<file path="config.mk">
export PLATFORM = sky130hd
export DESIGN_NAME = hc_tx_port_arb_flat
export DESIGN_NICKNAME = d
export VERILOG_FILES = /design/src/rtl/hc_tx_port_arb_pkg.sv /design/src/rtl/hc_tx_port_arb_if.sv /design/src/rtl/hc_tx_port_arb_tx_hold_reg.sv /design/src/rtl/hc_tx_port_arb.sv /design/src/flat_wrapper.sv
export SDC_FILE = /design/constraint.sdc
export NUM_CORES = 1
export LEC_CHECK = 0
export CORE_MARGIN = 4
export CORE_UTILIZATION = 35
export CTS_BUF_LIST = sky130_fd_sc_hd__clkbuf_4 sky130_fd_sc_hd__clkbuf_8
export DETAILED_ROUTE_END_ITERATION = 8
export HOLD_SLACK_MARGIN = 0.03
export PLACE_DENSITY_LB_ADDON = 0.1
export RECOVER_POWER = 100
export REMOVE_ABC_BUFFERS = 1
export SYNTH_ARGS = -nofsm -noshare
export SYNTH_HDL_FRONTEND = slang
export SYNTH_SLANG_ARGS = --single-unit
export TNS_END_PERCENT = 10
</file>
<file path="constraint.sdc">
create_clock -name clk -period 4.2 [get_ports clk]
set_clock_uncertainty 0.1 [all_clocks]
set_input_delay 0.42 -clock clk [delete_from_list [all_inputs] [get_ports clk]]
set_output_delay 0.42 -clock clk [all_outputs]
set_load 0.1 [all_outputs]
</file>
<file path="src/rtl/hc_tx_port_arb_pkg.sv">
// Shared definitions for the HCTxPort arbiter slice: SIE transmit control
// codes and small helpers for the owner index.
package hc_tx_port_arb_pkg;

    // SIE transmitter control codes, shared with the SIE transmitter.
    localparam logic [7:0] TX_DIRECT_CONTROL = 8'h00;
    localparam logic [7:0] TX_RESUME_START   = 8'h01;
    localparam logic [7:0] TX_PACKET_START   = 8'h02;
    localparam logic [7:0] TX_PACKET_STOP    = 8'h03;

    typedef logic [1:0] owner_t;

    // Fixed priority: port 0 beats port 1 beats port 2.
    function automatic owner_t lowestReq(input logic [2:0] reqVec);
        owner_t idx;
        idx = 2'd0;
        if (reqVec[0])      idx = 2'd0;
        else if (reqVec[1]) idx = 2'd1;
        else if (reqVec[2]) idx = 2'd2;
        return idx;
    endfunction

    function automatic logic [2:0] ownerOneHot(input owner_t idx);
        logic [2:0] vec;
        vec = 3'b000;
        case (idx)
            2'd0:    vec = 3'b001;
            2'd1:    vec = 3'b010;
            2'd2:    vec = 3'b100;
            default: vec = 3'b000;
        endcase
        return vec;
    endfunction

endpackage

</file>
<file path="src/rtl/hc_tx_port_arb_if.sv">
// HCTxPort client request/grant/write bundle plus the SIE transmitter side.
interface hc_tx_port_arb_if;
    logic       req0, req1, req2;
    logic       wen0, wen1, wen2;
    logic [7:0] data0, data1, data2;
    logic [7:0] cntl0, cntl1, cntl2;
    logic       gnt0, gnt1, gnt2;
    logic       HCTxPortRdy;
    logic [7:0] SIETxCntl;
    logic [7:0] SIETxData;
    logic       SIETxWEn;
    logic       SIETxRdy;

    // Arbiter side.
    modport slave (
        input  req0, req1, req2, wen0, wen1, wen2,
        input  data0, data1, data2, cntl0, cntl1, cntl2,
        input  SIETxRdy,
        output gnt0, gnt1, gnt2, HCTxPortRdy,
        output SIETxCntl, SIETxData, SIETxWEn
    );

    // Client / SIE side.
    modport master (
        output req0, req1, req2, wen0, wen1, wen2,
        output data0, data1, data2, cntl0, cntl1, cntl2,
        output SIETxRdy,
        input  gnt0, gnt1, gnt2, HCTxPortRdy,
        input  SIETxCntl, SIETxData, SIETxWEn
    );
endinterface

</file>
<file path="src/rtl/hc_tx_port_arb_tx_hold_reg.sv">
// Single-entry holding register for one cntl/data pair, forwarded to the SIE
// transmitter as a one-cycle write strobe once the transmitter is ready.
module hc_tx_port_arb_tx_hold_reg (
    input  logic       clk,
    input  logic       rst,
    input  logic       accept,
    input  logic [7:0] cntlIn,
    input  logic [7:0] dataIn,
    input  logic       sieTxRdy,
    output logic       holdValid,
    output logic [7:0] sieTxCntl,
    output logic [7:0] sieTxData,
    output logic       sieTxWEn
);
    logic [7:0] holdCntl;
    logic [7:0] holdData;

    // Capture accepted writes and drain them to the SIE; strobe never repeats back-to-back.
    always_ff @(posedge clk or posedge rst) begin
        if (rst) begin
            holdValid <= 1'b0;
            holdCntl  <= 8'h00;
            holdData  <= 8'h00;
            sieTxCntl <= 8'h00;
            sieTxData <= 8'h00;
            sieTxWEn  <= 1'b0;
        end else begin
            sieTxWEn <= 1'b0;
            if (accept) begin
                holdValid <= 1'b1;
                holdCntl  <= cntlIn;
                holdData  <= dataIn;
            end else if (holdValid && sieTxRdy && !sieTxWEn) begin
                sieTxCntl <= holdCntl;
                sieTxData <= holdData;
                sieTxWEn  <= 1'b1;
                holdValid <= 1'b0;
            end
        end
    end
endmodule

</file>
<file path="src/rtl/hc_tx_port_arb.sv">
// HCTxPort responder: fixed-priority, non-preemptive arbitration among three
// TX clients, ready pacing of the owner's writes, and hand-off of each byte
// to the holding register feeding the SIE transmitter.
module hc_tx_port_arb (
    input  logic             clk,
    input  logic             rst,
    hc_tx_port_arb_if.slave  bus
);
    import hc_tx_port_arb_pkg::*;

    typedef enum logic {
        ARB_IDLE  = 1'b0,
        ARB_GRANT = 1'b1
    } arb_state_t;

    arb_state_t state;
    owner_t     owner;
    logic [2:0] gnt;
    logic       rdy;

    logic [2:0] reqVec;
    logic       ownerReq;
    logic       ownerWen;
    logic [7:0] ownerData;
    logic [7:0] ownerCntl;
    logic       accept;
    logic       holdValid;
    logic [7:0] sieTxCntl;
    logic [7:0] sieTxData;
    logic       sieTxWEn;

    assign reqVec = {bus.req2, bus.req1, bus.req0};

    // Select the current owner's request, strobe and write payload.
    always_comb begin
        ownerReq  = 1'b0;
        ownerWen  = 1'b0;
        ownerData = 8'h00;
        ownerCntl = 8'h00;
        case (owner)
            2'd0: begin
                ownerReq  = bus.req0;
                ownerWen  = bus.wen0;
                ownerData = bus.data0;
                ownerCntl = bus.cntl0;
            end
            2'd1: begin
                ownerReq  = bus.req1;
                ownerWen  = bus.wen1;
                ownerData = bus.data1;
                ownerCntl = bus.cntl1;
            end
            2'd2: begin
                ownerReq  = bus.req2;
                ownerWen  = bus.wen2;
                ownerData = bus.data2;
                ownerCntl = bus.cntl2;
            end
            default: begin
                ownerReq  = 1'b0;
                ownerWen  = 1'b0;
                ownerData = 8'h00;
                ownerCntl = 8'h00;
            end
        endcase
    end

    // Non-owner strobes never reach this; a strobe into a full holding register is dropped.
    assign accept = (state == ARB_GRANT) && ownerWen && !holdValid;

    // Arbiter FSM with registered grants and ready. Ready is held low while a
    // byte is accepted or still held, so it returns the edge after the hold clears.
    always_ff @(posedge clk or posedge rst) begin
        if (rst) begin
            state <= ARB_IDLE;
            owner <= 2'd0;
            gnt   <= 3'b000;
            rdy   <= 1'b0;
        end else begin
            case (state)
                ARB_IDLE: begin
                    rdy <= 1'b0;
                    if (|reqVec) begin
                        state <= ARB_GRANT;
                        owner <= lowestReq(reqVec);
                        gnt   <= ownerOneHot(lowestReq(reqVec));
                    end
                end
                ARB_GRANT: begin
                    if (ownerReq) begin
                        rdy <= !holdValid && !accept;
                    end else begin
                        state <= ARB_IDLE;
                        gnt   <= 3'b000;
                        rdy   <= 1'b0;
                    end
                end
                default: begin
                    state <= ARB_IDLE;
                    gnt   <= 3'b000;
                    rdy   <= 1'b0;
                end
            endcase
        end
    end

    hc_tx_port_arb_tx_hold_reg uHold (
        .clk       (clk),
        .rst       (rst),
        .accept    (accept),
        .cntlIn    (ownerCntl),
        .dataIn    (ownerData),
        .sieTxRdy  (bus.SIETxRdy),
        .holdValid (holdValid),
        .sieTxCntl (sieTxCntl),
        .sieTxData (sieTxData),
        .sieTxWEn  (sieTxWEn)
    );

    assign bus.gnt0        = gnt[0];
    assign bus.gnt1        = gnt[1];
    assign bus.gnt2        = gnt[2];
    assign bus.HCTxPortRdy = rdy;
    assign bus.SIETxCntl   = sieTxCntl;
    assign bus.SIETxData   = sieTxData;
    assign bus.SIETxWEn    = sieTxWEn;
endmodule

</file>
<file path="src/flat_wrapper.sv">
// flat-port wrapper written by rule: the top's interface ports become plain ports
module hc_tx_port_arb_flat import hc_tx_port_arb_pkg::*;
  (clk, rst, bus_req0, bus_req1, bus_req2, bus_wen0, bus_wen1, bus_wen2, bus_data0, bus_data1, bus_data2, bus_cntl0, bus_cntl1, bus_cntl2, bus_SIETxRdy, bus_gnt0, bus_gnt1, bus_gnt2, bus_HCTxPortRdy, bus_SIETxCntl, bus_SIETxData, bus_SIETxWEn);
  hc_tx_port_arb_if bus_i ();
  input  logic clk;
  input  logic rst;
  input wire logic [$bits(bus_i.req0)-1:0] bus_req0;
  input wire logic [$bits(bus_i.req1)-1:0] bus_req1;
  input wire logic [$bits(bus_i.req2)-1:0] bus_req2;
  input wire logic [$bits(bus_i.wen0)-1:0] bus_wen0;
  input wire logic [$bits(bus_i.wen1)-1:0] bus_wen1;
  input wire logic [$bits(bus_i.wen2)-1:0] bus_wen2;
  input wire logic [$bits(bus_i.data0)-1:0] bus_data0;
  input wire logic [$bits(bus_i.data1)-1:0] bus_data1;
  input wire logic [$bits(bus_i.data2)-1:0] bus_data2;
  input wire logic [$bits(bus_i.cntl0)-1:0] bus_cntl0;
  input wire logic [$bits(bus_i.cntl1)-1:0] bus_cntl1;
  input wire logic [$bits(bus_i.cntl2)-1:0] bus_cntl2;
  input wire logic [$bits(bus_i.SIETxRdy)-1:0] bus_SIETxRdy;
  output wire logic [$bits(bus_i.gnt0)-1:0] bus_gnt0;
  output wire logic [$bits(bus_i.gnt1)-1:0] bus_gnt1;
  output wire logic [$bits(bus_i.gnt2)-1:0] bus_gnt2;
  output wire logic [$bits(bus_i.HCTxPortRdy)-1:0] bus_HCTxPortRdy;
  output wire logic [$bits(bus_i.SIETxCntl)-1:0] bus_SIETxCntl;
  output wire logic [$bits(bus_i.SIETxData)-1:0] bus_SIETxData;
  output wire logic [$bits(bus_i.SIETxWEn)-1:0] bus_SIETxWEn;
  assign bus_i.req0 = bus_req0;
  assign bus_i.req1 = bus_req1;
  assign bus_i.req2 = bus_req2;
  assign bus_i.wen0 = bus_wen0;
  assign bus_i.wen1 = bus_wen1;
  assign bus_i.wen2 = bus_wen2;
  assign bus_i.data0 = bus_data0;
  assign bus_i.data1 = bus_data1;
  assign bus_i.data2 = bus_data2;
  assign bus_i.cntl0 = bus_cntl0;
  assign bus_i.cntl1 = bus_cntl1;
  assign bus_i.cntl2 = bus_cntl2;
  assign bus_i.SIETxRdy = bus_SIETxRdy;
  assign bus_gnt0 = bus_i.gnt0;
  assign bus_gnt1 = bus_i.gnt1;
  assign bus_gnt2 = bus_i.gnt2;
  assign bus_HCTxPortRdy = bus_i.HCTxPortRdy;
  assign bus_SIETxCntl = bus_i.SIETxCntl;
  assign bus_SIETxData = bus_i.SIETxData;
  assign bus_SIETxWEn = bus_i.SIETxWEn;
  hc_tx_port_arb u_core (.clk(clk), .rst(rst), .bus(bus_i));
endmodule
</file>
# Word-level counts from Yosys, hierarchy flattened
# Index checks and enable logic that the tools add are counted.
[op_classes]
n_eq_ne = 6
mux = 22
bitwise_logic = 2
n_reduce_logical = 15
[op_table]
columns = ["op", "count"]
rows = [
  ["$pmux 8 s3", 2],
  ["$mux 2", 5],
  ["$pmux 3 s3", 1],
  ["$mux 1", 7],
  ["$mux 3", 2],
  ["$pmux 1 s3", 2],
  ["$pmux 3 s2", 1],
  ["$reduce_and 2->1", 3],
  ["$logic_and 1x1->1", 5],
  ["$eq 2x1->1 const B", 2],
  ["$eq 2x2->1 const B", 2],
  ["$logic_not 2->1", 2],
  ["$pmux 1 s2", 2],
  ["$logic_not 1->1", 3],
  ["$reduce_or 3->1", 1],
  ["$ne 2x1->1 const B", 1],
  ["$ne 2x2->1 const B", 1],
  ["$not 1->1", 2],
  ["$reduce_bool 2->1", 1],
]
[totals]
in_bits = 57
elab_cells = 55
register_bits = 41

# Logic depth before layout (Yosys ltp)
[logic_depth]
depth_word = 9
ltp_mapped = 6
ltp_nobuf = 4

# Hierarchy
# A second synthesis with hierarchy kept.
[hier_totals]
hier_cells = 172
hier_area_um2 = 2063.2
[modules_own_cells]
columns = ["module", "n_inst", "area_per_inst_um2", "cells_each"]
rows = [
  ["hc_tx_port_arb_tx_hold_reg", 1, 1335.0, 74],
  ["hc_tx_port_arb", 1, 728.2, 98],
]

# Worst setup path before layout
# Ideal clock, no wire load.
[synth_path]
kind = "register to register"
startpoint = "register u_core.uHold.sieTxWEn"
endpoint = "register u_core.uHold.sieTxCntl[0]"
n_path_buf = 1
required_time_ps = 3980
stages_incl_launch_ff = 6
period_less_slack_ps = 1970
slack_ps = 2230
t_arrival_ps = 1751
path_cell_list = "dfrtp_1 -> nand3b_1 -> clkinv_1 -> buf_2 -> nand2_1 -> nand2_1"
[synth_between]
elab_chain_len = 3
[synth_rtl]
columns = ["item", "line_no", "rtl"]
rows = [
  ["from (decl)", "hc_tx_port_arb_tx_hold_reg.sv:13", "output logic sieTxWEn"],
  ["from (signal assigned)", "hc_tx_port_arb_tx_hold_reg.sv:26", "sieTxWEn <= 1'b0;"],
  ["from (signal assigned)", "hc_tx_port_arb_tx_hold_reg.sv:28", "sieTxWEn <= 1'b0;"],
  ["from (signal assigned)", "hc_tx_port_arb_tx_hold_reg.sv:36", "sieTxWEn <= 1'b1;"],
  ["$logic_not 1->1", "hc_tx_port_arb_tx_hold_reg.sv:33", "end else if (holdValid && sieTxRdy && !sieTxWEn) begin"],
  ["$logic_and 1x1->1", "hc_tx_port_arb_tx_hold_reg.sv:33", ""],
  ["$reduce_and 2->1 (no source line)", "-", ""],
  ["to (signal assigned)", "hc_tx_port_arb_tx_hold_reg.sv:34", "sieTxCntl <= holdCntl;"],
  ["to (decl)", "hc_tx_port_arb_tx_hold_reg.sv:11", "output logic [7:0] sieTxCntl,"],
]
# No other way between the ends.
# A chain may end at the register's enable or synchronous reset.

# Worst setup path in the final report
[layout_path]
startpoint = "register u_core.owner[0]"
endpoint = "register u_core.uHold.holdCntl[6]"
[layout_between]
elab_chain_len = 4
elab_cells_between_ends = 7
classes_between = "eq/ne (2); mux (2); reduce/logical (3)"
[layout_rtl]
columns = ["item", "line_no", "rtl"]
rows = [
  ["from (decl)", "hc_tx_port_arb.sv:17", "owner_t owner;"],
  ["from (signal assigned)", "hc_tx_port_arb.sv:85", "owner <= lowestReq(reqVec);"],
  ["$eq 2x2->1, or another cell as far along", "hc_tx_port_arb.sv:40", "case (owner)"],
  ["$pmux 1 s3", "hc_tx_port_arb.sv:40", ""],
  ["$logic_and 1x1->1 (2 in a row)", "hc_tx_port_arb.sv:69", "assign accept = (state == ARB_GRANT) && ownerWen && !holdValid;"],
  ["to (signal assigned)", "hc_tx_port_arb_tx_hold_reg.sv:31", "holdCntl <= cntlIn;"],
  ["to (decl)", "hc_tx_port_arb_tx_hold_reg.sv:15", "logic [7:0] holdCntl;"],
]
# Several ways; a longest one is shown, not always the timed one.

==> flow_summary.ini <==
[worst_setup_path]
worstPathMaxFanout = 22
rrSetupSlack_ps = 1320
crit_slowest_cell = dfrtp_1
cp-endpoint = u_core.uHold.holdCntl[6]
cp-end-kind = flop
r2r-start = u_core.owner[0]
criticalPathCategory = reg -> reg
worstPathCellList = mux2i_1 -> o21ai_2 -> nand3b_1 -> mux2_1
cp-start-kind = flop
rr_endpoint = u_core.uHold.holdCntl[6]
r2r_cells = 4
max_stage_delay_ps = 1080
arrival_ps = 2960
crit_required_ps = 4280
startpoint = u_core.owner[0]

[yosys]
yosysSeqAreaShare = 0.518
ys_types = 25
yosysWarnings = 0
syn_inst = 197
ys_ff_latch = 41
avgSynthCellArea_um2 = 10.1
syn-cell-area_um2 = 1980

[timing]
hold_violations = 0
tns_ps = 0
tightestPinTransition_ps = 1490
setup_ws_ps = 1320
fmax_mhz = 347
slew_violations = 0
period_minus_slack_ps = 2880
rsz0062_at_grt = no
relSlewSlack = 0.00427
setup_viol = 0
fin_crit_sh = 0.686

[final_layout]
syn2layout_area_growth_pct = 44.7
layout_commonest_cell = nand2_1
layout-drive-gt1-share = 0.0623
final_cell_mix = nand2_1, clkdlybuf4s50_1, dfrtp_1
finalNetCount = 329
diodes = 0

[pwr]
power_density_nw_per_um2 = 799
total_power_uw = 2290
vdd_drop_max_v = 0.000356
p_leak_uw = 0.00130

[run]
drv_cap = 1

[global_routing]
grt_max_degree = 42
grt_pass1_vias = 1684
overflow = 0
grt_pass1_wl_mm = 8.31
antenna_found_initial = 0
grtUsageTotal = 0.148

[drt]
drtPass1Iterations = 4
drc_errors = 0
vias = 1590
wirelength_mm = 4.77
first_iter_violations = 66
routedWlPerCell_um = 13.8
drt.antenna.violating_nets = 0
routed_via_density = 4.61

[floorplan]
rows = 27
start_util = 0.360
coreArea_um2 = 5510
die_h_um = 83.3
die-area_um2 = 6930
dieWidth_um = 83.3
boundaryPins = 78

[worst_hold_path]
hp-class = reg -> reg
hold_start = u_core.uHold.holdData[6]

[run_status]
violations = capacitance limit
outcome = complete, but fails checks

[cts]
cts_htree_levels = 2
cts-resized-gates = 0
clk_latency_ps = 290
clk_path_buf_depth = 2
cts.sinks = 41
root_buffer = clkbuf_8
cts_setup_buffers = 0
ctsHoldBuffers = 0
cts.clk_slew.worst_paths_ps = 80
cts_made_buffers = 5
cts_tree = yes

[place]
io_buffer_count = 77
place_congestion = 0.742
pre_cts_slack_ps = 1680
hpwl_mm = 3.33
worst max-delay path: cells and delay by family (launching register included):
kind / cells / cell delay, ps
AO/OA/AOI/OAI: 1 / 180
AND/OR/NAND/NOR: 1 / 630
multiplexers: 2 / 770
flip-flops: 1 / 1080
cells in the mapped netlist:
library cell	n	area, µm²
nand3b_4	1	20.0
nand2_1	69	259
nand3b_1	2	15.0
o21ai_2	1	8.76
buf_2	3	15.0
nand2b_1	1	6.26
buf_4	2	15.0
o22a_1	1	8.76
mux2_4	9	135
o22ai_1	2	12.5
o21ai_1	3	15.0
nor2b_1	1	6.26
mux2i_1	18	180
o32ai_1	1	8.76
a21oi_1	4	20.0
o21ai_0	16	80.1
nor2_1	5	18.8
clkbuf_1	4	15.0
buf_6	1	11.3
nor4b_1	1	8.76
inv_1	2	7.51
dfrtp_1	41	1030
clkinv_1	1	3.75
nor4_1	1	6.26
mux2_2	7	78.8
routing by layer:
metal | up-vias | global-route usage | wire length [µm]
li1 | 807 | - | -
met3 | 4 | 0.0486 | 284
met5 | - | 0 | 0
met2 | 43 | 0.246 | 2280
met1 | 736 | 0.187 | 2170
met4 | 0 | 0.0312 | 33
flip-flops by register name, indices dropped and copies added, names as in the netlist:
| signal | cells |
|---|---|
| u_core.gnt | 3 |
| u_core.uHold.holdValid | 1 |
| u_core.uHold.holdData | 8 |
| u_core.uHold.sieTxCntl | 8 |
| u_core.state | 1 |
| u_core.uHold.sieTxData | 8 |
| u_core.uHold.sieTxWEn | 1 |
| u_core.bus.HCTxPortRdy | 1 |
| u_core.owner | 2 |
| u_core.uHold.holdCntl | 8 |
how the worst min path moves through the flow:
stage,endpoint,slack [ps],cells after the start
after global placement,u_core.uHold.sieTxCntl[7],350,2
after CTS,u_core.uHold.sieTxData[0],370,2
final,u_core.uHold.sieTxData[6],370,2
after global routing,u_core.uHold.sieTxData[0],390,2
after floorplan,u_core.uHold.sieTxCntl[0],330,2
after detailed placement,u_core.uHold.sieTxCntl[6],350,2
kinds of logic after synthesis:
kind of cell / synth area share
buf+inv: 0.0341
flops: 0.518
compound gates: 0.0777
mux: 0.199
simple gates: 0.172
stage by stage:
stage                     cell area [µm²]  hold WS (ps)  cells   util
after floorplan                      1930           333    187      -
after global routing                 2870           388    345  0.521
after detailed placement             2790           352    337  0.507
after global placement               2790           348    337  0.507
after CTS                            2910           372    345  0.529
final                                2870           368    345  0.521
cell type report:
| class | count | area, µm² |
|---|---|---|
| fill | 520 | 2640 |
| sequential | 41 | 1030 |
| multi-input combinational | 143 | 842 |
| timing repair buffer | 78 | 778 |
| clock buffer | 7 | 90.1 |
| tap | 72 | 90.1 |
| clock inverter | 1 | 30.0 |
| inverter | 3 | 11.3 |
power breakdown:
group | total, µW | switching, µW | internal [µW]
Clock | 331 | 131 | 200
Combinational | 1220 | 852 | 368
Sequential | 741 | 170 | 571
No activity file was read; power rests on OpenSTA's default activity.
